==> src/rtl/uart_pkg.sv <==
// uart_pkg: shared types and helpers for the UART transmit arbiter.
//   arb_state_t : arbiter FSM state encoding (3 bits)
//   MAX_REQ     : largest requester count the helper supports
//   next_grant  : rotate-and-priority-encode; returns {found, index}
package uart_pkg;

  localparam int MAX_REQ = 8;

  typedef enum logic [2:0] {
    ST_IDLE    = 3'd0,
    ST_START   = 3'd1,
    ST_WAIT_HI = 3'd2,
    ST_WAIT_LO = 3'd3,
    ST_GAP     = 3'd4
  } arb_state_t;

  // Scan the eligible vector starting at ptr and wrapping at n; the first
  // set bit wins. Bits at or above n are ignored.
  function automatic logic [3:0] next_grant(input logic [MAX_REQ-1:0] elig,
                                            input logic [2:0]         ptr,
                                            input int                 n);
    logic       found;
    logic [2:0] idx;
    int         pos;
    found = 1'b0;
    idx   = 3'd0;
    for (int k = 0; k < MAX_REQ; k++) begin
      pos = int'(ptr) + k;
      if (pos >= n) pos = pos - n;
      if (k < n && !found && elig[pos[2:0]]) begin
        found = 1'b1;
        idx   = pos[2:0];
      end
    end
    return {found, idx};
  endfunction

endpackage

==> src/rtl/rr_arbiter.sv <==
// rr_arbiter: combinational round-robin grant selection.
//   elig        in  NUM_REQ  eligible requesters (valid & enabled)
//   rr_ptr      in  IDX_W    index with highest priority this round
//   grant_valid out 1        at least one requester is eligible
//   grant_idx   out IDX_W    winning requester index
module rr_arbiter
  import uart_pkg::*;
#(
  parameter int NUM_REQ = 4,
  parameter int IDX_W   = $clog2(NUM_REQ)
) (
  input  logic [NUM_REQ-1:0] elig,
  input  logic [IDX_W-1:0]   rr_ptr,
  output logic               grant_valid,
  output logic [IDX_W-1:0]   grant_idx
);

  logic [MAX_REQ-1:0] elig_ext;
  logic [2:0]         ptr_ext;
  logic [3:0]         grant_vec;

  // Widen the inputs to the fixed width the package helper works on.
  generate
    for (genvar gi = 0; gi < MAX_REQ; gi++) begin : g_elig
      if (gi < NUM_REQ) begin : g_used
        assign elig_ext[gi] = elig[gi];
      end else begin : g_pad
        assign elig_ext[gi] = 1'b0;
      end
    end
    for (genvar gi = 0; gi < 3; gi++) begin : g_ptr
      if (gi < IDX_W) begin : g_used
        assign ptr_ext[gi] = rr_ptr[gi];
      end else begin : g_pad
        assign ptr_ext[gi] = 1'b0;
      end
    end
  endgenerate

  assign grant_vec   = next_grant(elig_ext, ptr_ext, NUM_REQ);
  assign grant_valid = grant_vec[3];
  assign grant_idx   = grant_vec[IDX_W-1:0];

  // Index bits above IDX_W are always zero for a valid NUM_REQ.
  generate
    if (IDX_W < 3) begin : g_hi
      logic unused_hi_bits;
      assign unused_hi_bits = ^grant_vec[2:IDX_W];
    end
  endgenerate

endmodule

==> src/rtl/uart_tx_arbiter.sv <==
// uart_tx_arbiter: shares one uart_tx serializer between NUM_REQ byte
// sources with round-robin arbitration and frame tracking.
//   clk, rst     : clock, synchronous active-high reset
//   req_valid    : per-requester byte valid
//   req_data     : byte i at [8i+7:8i]
//   req_ready    : per-requester accept (combinational, granted index only)
//   port_en      : per-requester enable mask
//   tx_start     : one-cycle transmit pulse to the serializer
//   tx_data      : byte to the serializer, held for the whole frame
//   tx_busy      : serializer busy
//   grant_id     : requester owning the current frame
//   active       : high in every state except IDLE
//   err_timeout  : sticky; tx_busy never rose after tx_start
module uart_tx_arbiter
  import uart_pkg::*;
#(
  parameter int NUM_REQ     = 4,
  parameter int GAP_CYCLES  = 0,
  parameter int ACK_TIMEOUT = 4
) (
  input  logic                       clk,
  input  logic                       rst,
  input  logic [NUM_REQ-1:0]         req_valid,
  input  logic [8*NUM_REQ-1:0]       req_data,
  output logic [NUM_REQ-1:0]         req_ready,
  input  logic [NUM_REQ-1:0]         port_en,
  output logic                       tx_start,
  output logic [7:0]                 tx_data,
  input  logic                       tx_busy,
  output logic [$clog2(NUM_REQ)-1:0] grant_id,
  output logic                       active,
  output logic                       err_timeout
);

  localparam int IDX_W = $clog2(NUM_REQ);

  arb_state_t       state_reg;
  logic [IDX_W-1:0] rr_ptr_reg;
  logic [IDX_W-1:0] grant_id_reg;
  logic [7:0]       tx_data_reg;
  logic             tx_start_reg;
  logic             active_reg;
  logic             err_reg;
  logic [15:0]      gap_cnt_reg;
  logic [7:0]       to_cnt_reg;

  logic             grant_valid;
  logic [IDX_W-1:0] grant_idx;
  logic             ready_en;

  rr_arbiter #(
    .NUM_REQ (NUM_REQ),
    .IDX_W   (IDX_W)
  ) u_rr (
    .elig        (req_valid & port_en),
    .rr_ptr      (rr_ptr_reg),
    .grant_valid (grant_valid),
    .grant_idx   (grant_idx)
  );

  // A grant is only offered while idle and the serializer has drained;
  // holding it off during rst keeps req_ready at 0 through reset.
  assign ready_en = (state_reg == ST_IDLE) && !tx_busy && grant_valid && !rst;

  generate
    for (genvar gi = 0; gi < NUM_REQ; gi++) begin : g_ready
      assign req_ready[gi] = ready_en && (grant_idx == IDX_W'(gi));
    end
  endgenerate

  always_ff @(posedge clk) begin
    if (rst) begin
      state_reg    <= ST_IDLE;
      rr_ptr_reg   <= '0;
      grant_id_reg <= '0;
      tx_data_reg  <= 8'h00;
      tx_start_reg <= 1'b0;
      active_reg   <= 1'b0;
      err_reg      <= 1'b0;
      gap_cnt_reg  <= 16'd0;
      to_cnt_reg   <= 8'd0;
    end else begin
      tx_start_reg <= 1'b0;
      case (state_reg)
        ST_IDLE: begin
          // ready_en already implies valid & ready for grant_idx.
          if (ready_en) begin
            tx_data_reg  <= req_data[{grant_idx, 3'b000} +: 8];
            grant_id_reg <= grant_idx;
            rr_ptr_reg   <= (grant_idx == IDX_W'(NUM_REQ-1)) ? '0 : grant_idx + 1'b1;
            tx_start_reg <= 1'b1;
            active_reg   <= 1'b1;
            state_reg    <= ST_START;
          end
        end
        ST_START: begin
          to_cnt_reg <= 8'd0;
          state_reg  <= ST_WAIT_HI;
        end
        ST_WAIT_HI: begin
          if (tx_busy) begin
            state_reg <= ST_WAIT_LO;
          end else begin
            to_cnt_reg <= to_cnt_reg + 8'd1;
            // Counter reaching ACK_TIMEOUT on this increment ends the wait.
            if (to_cnt_reg == 8'(ACK_TIMEOUT-1)) begin
              err_reg    <= 1'b1;
              active_reg <= 1'b0;
              state_reg  <= ST_IDLE;
            end
          end
        end
        ST_WAIT_LO: begin
          if (!tx_busy) begin
            if (GAP_CYCLES > 0) begin
              gap_cnt_reg <= 16'(GAP_CYCLES-1);
              state_reg   <= ST_GAP;
            end else begin
              active_reg <= 1'b0;
              state_reg  <= ST_IDLE;
            end
          end
        end
        ST_GAP: begin
          if (gap_cnt_reg == 16'd0) begin
            active_reg <= 1'b0;
            state_reg  <= ST_IDLE;
          end else begin
            gap_cnt_reg <= gap_cnt_reg - 16'd1;
          end
        end
        default: begin
          active_reg <= 1'b0;
          state_reg  <= ST_IDLE;
        end
      endcase
    end
  end

  assign tx_start    = tx_start_reg;
  assign tx_data     = tx_data_reg;
  assign grant_id    = grant_id_reg;
  assign active      = active_reg;
  assign err_timeout = err_reg;

endmodule

==> config.mk <==
export PLATFORM = sky130hd
export DESIGN_NAME = uart_tx_arbiter
export DESIGN_NICKNAME = d
export VERILOG_FILES = /design/src/rtl/uart_pkg.sv /design/src/rtl/rr_arbiter.sv /design/src/rtl/uart_tx_arbiter.sv
export SDC_FILE = /design/constraint.sdc
export NUM_CORES = 1
export LEC_CHECK = 0
export CAP_MARGIN = 20
export CORE_ASPECT_RATIO = 0.75
export CORE_MARGIN = 2
export CORE_UTILIZATION = 50
export CTS_CLUSTER_DIAMETER = 150
export CTS_CLUSTER_SIZE = 8
export DETAILED_ROUTE_END_ITERATION = 12
export DONT_BUFFER_PORTS = 1
export PLACE_DENSITY = 0.75
export SLEW_MARGIN = 20
export SYNTH_ARGS = -nofsm -noshare
export SYNTH_HDL_FRONTEND = slang
export SYNTH_SLANG_ARGS = --single-unit
==> constraint.sdc <==
create_clock -name clk -period 2.31 [get_ports clk]
set_input_delay 0.462 -clock clk [delete_from_list [all_inputs] [get_ports clk]]
set_output_delay 0.462 -clock clk [all_outputs]
set_load 0.01 [all_outputs]
==> qor.yml <==
outcome: "complete, no violations"
synthesis.nets: 215
grt_pass1_vias: 1251
synth-seq-cells: 25
yosys-top-cells-count: "25 x dfxtp_1, 18 x mux2i_1, 15 x nor2_1"
start_util_pct: 51.3
grt_use_total_pct: 21.4
dp_slack_ns: 0.134
dieArea_mm2: 0.00342
synth_edf_count: 0
finalClockSkew_ns: 0.00660
cts_root_buf: "clkbuf_8"
postLayoutCoreUtil_pct: 56.3
gp_congestion: 0.797
ant_nets: 0
cp.arrival_ns: 1.82
crit_fanout: 6
antenna_found_initial: 0
final_net_count: 220
setup_ws_ns: 0.0268
p_per_area_mw_per_mm2: 598
drive_above_1_share_pct: 15.8
fill_cells: 259
rsz0062_at_grt: "true"
sw_frac_of_total_pct: 29.8
final.setup.tns_ns: 0
fp.dieH_um: 51.2
cts_tree: "yes"
dp_cells: 203
setup_violations: 0
sequentialPowerShare_pct: 50.4
antenna_cells: 0
clock_latency_ns: 0.27
drt_iter0_markers: 33
rows: 17
clkPwrFrac_pct: 27.3
crit_type: "flop to output pin"
fin_crit_sh_pct: 98.8
p_int_mw: 0.684
p_comb_share_pct: 22.3
clkTransAtPathRegs_ns: 0.09
drv_cap: 0
fmax_mhz: 438
syn_to_final_growth_pct: 9.70
ys_types: 38
synth_seq_area_share_pct: 33.7
vias: 1273
vias_per_cell: 6.09
syn_inst: 167
die_w_um: 66.9
fin_crit_ns: 2.28
max_slew_margin_pct: 71.6
grt_max_degree: 22
avgRoutedWirePerCell_um: 16.4
cts_buffers: 3
critical_path.top_delay_family: "simple AND/OR/NAND/NOR gates"
synth_most_common_cell: "dfxtp_1"
cts_max_level: 1
grt_first_pass_wirelength_um: 5550
finalNonFillerCells: 209
pin_count: 60
finalHoldViolCount: 0
coreArea_mm2: 0.00289
worstPathRequired_ns: 1.85
port_buffers: 0
hold_path.class: "primary input to flop"
clock_sinks: 25
cts.path.max_buffers: 2
cp_num_buf_inv: 1
drc: 0
dpl.hpwl_um: 2610
grt_overflow: 0
yosys_warnings: 0
setup.worst_path.end_class: "output pin"
synth.area.top_cells: "dfxtp_1 34%, mux2i_1 12%, o221ai_1 4.7%, nand3b_1 4.6%, ha_1 4.2%"
cp_slowest_cell: "or3b_4"
synthArstFlopShare_pct: 0
switchingPower_mw: 0.290
synth_top_area_share_pct: 33.7
slowest_delay_ns: 0.38
p_leak_nw: 0.645
yosysTopAreaCell: "dfxtp_1"
timing.critical_path.cells: "and3_4, or3b_4, a31oi_4, inv_2, ha_2, and2_4"
start_kind: "flop"
synth_flop_cell: "dfxtp_1"
synth_area_mm2: 0.00148
peakVddDrop_mv: 0.283
drt_pre_antenna_iters: 4
power_mw: 0.974
max_slew.worst_pin.slew_ns: 0.422
finalWirelength_um: 3420
slew_violations: 0
synth.avg_cell_area_um2: 8.89
==> path summary, 6_finish.rpt <==
| path | startpoint | end | slack [ns] | depth (start not counted) |
|---|---|---|---|---|
| setup / recovery | rr_ptr_reg[1] | req_ready[1] | 0.03 | 6 |
| hold / removal | rst | rr_ptr_reg[1] | 0.24 | 1 |
| setup reg to reg | to_cnt_reg[0] | active | 0.31 | 6 |
| hold reg to reg | active | active | 0.51 | 2 |
==> final cells by class <==
class | count | area [µm²] | share of cell area [%]
clock inverters | 1 | 7.51 | 0.461
flip-flops and latches | 25 | 504 | 31.0
inverters | 4 | 15.0 | 0.922
clock buffers | 3 | 41.3 | 2.54
repair buffers | 7 | 60.1 | 3.69
multi-input cells | 131 | 952 | 58.5
well taps | 38 | 47.5 | 2.92
==> what timing repair did <==
| action | in CTS | in global routing |
|---|---|---|
| pin swaps | 1 | 1 |
| buffers inserted | 2 | 0 |
| setup endpoints to repair | 3 | 4 |
| resized for setup | 2 | 12 |
| hold buffers | 0 | 0 |
==> per-stage QoR <==
stage	instance area [µm²]	hold slack (ns)
2_1_floorplan	1480	0.468
3_3_place_gp	1520	0.486
3_5_place_dp	1520	0.496
4_1_cts	1590	0.234
5_1_grt	1630	0.228
6_report	1630	0.239
==> placed cells by master (no fill, tap or decap), drive strengths merged <==
cell	instances
and3b	1
o221ai	8
nand4	3
nor2b	2
inv	4
a22oi	2
or3b	1
dfxtp	25
clkinvlp	1
ha	5
nand2	13
a21o	1
nand3b	9
a22o	1
a41o	1
o32a	1
and2	7
a21oi	9
or4b	1
a31oi	1
nor3	2
xor2	4
nor2	16
and3	2
buf	7
nand3	4
o21ai	7
nand2b	7
or2	1
or3	1
a21boi	1
clkbuf	3
mux2i	18
nor4	2
==> kinds of logic after synthesis <==
family          Yosys count  share of synthesized area (%)
compound gates           32                           15.5
fa+ha+maj                 5                           4.22
mux                      18                           12.1
xor+xnor                  4                           2.36
simple gates             72                           27.9
flops                    25                           33.7
buf+inv                  11                           4.13
==> power by group through the flow <==
| stage | combinational [mW] | sequential, mW | clock (mW) |
|---|---|---|---|
| 6_report | 0.217 | 0.491 | 0.266 |
| 3_5_place_dp | 0.196 | 0.501 | 0 |
| 4_1_cts | 0.205 | 0.491 | 0.271 |
| 5_1_grt | 0.240 | 0.494 | 0.291 |
| 2_1_floorplan | 0.166 | 0.495 | 0 |
| 3_3_place_gp | 0.184 | 0.499 | 0 |
==> routing by layer <==
metal,vias up,GRT usage [%],share of wire [%]
met3,4,3.52,6.4
met5,-,0,0
met2,50,40.8,51
met4,0,7.14,1.1
met1,608,23.9,42
li1,611,-,-
Note: power is estimated with default switching activity, not from simulation.
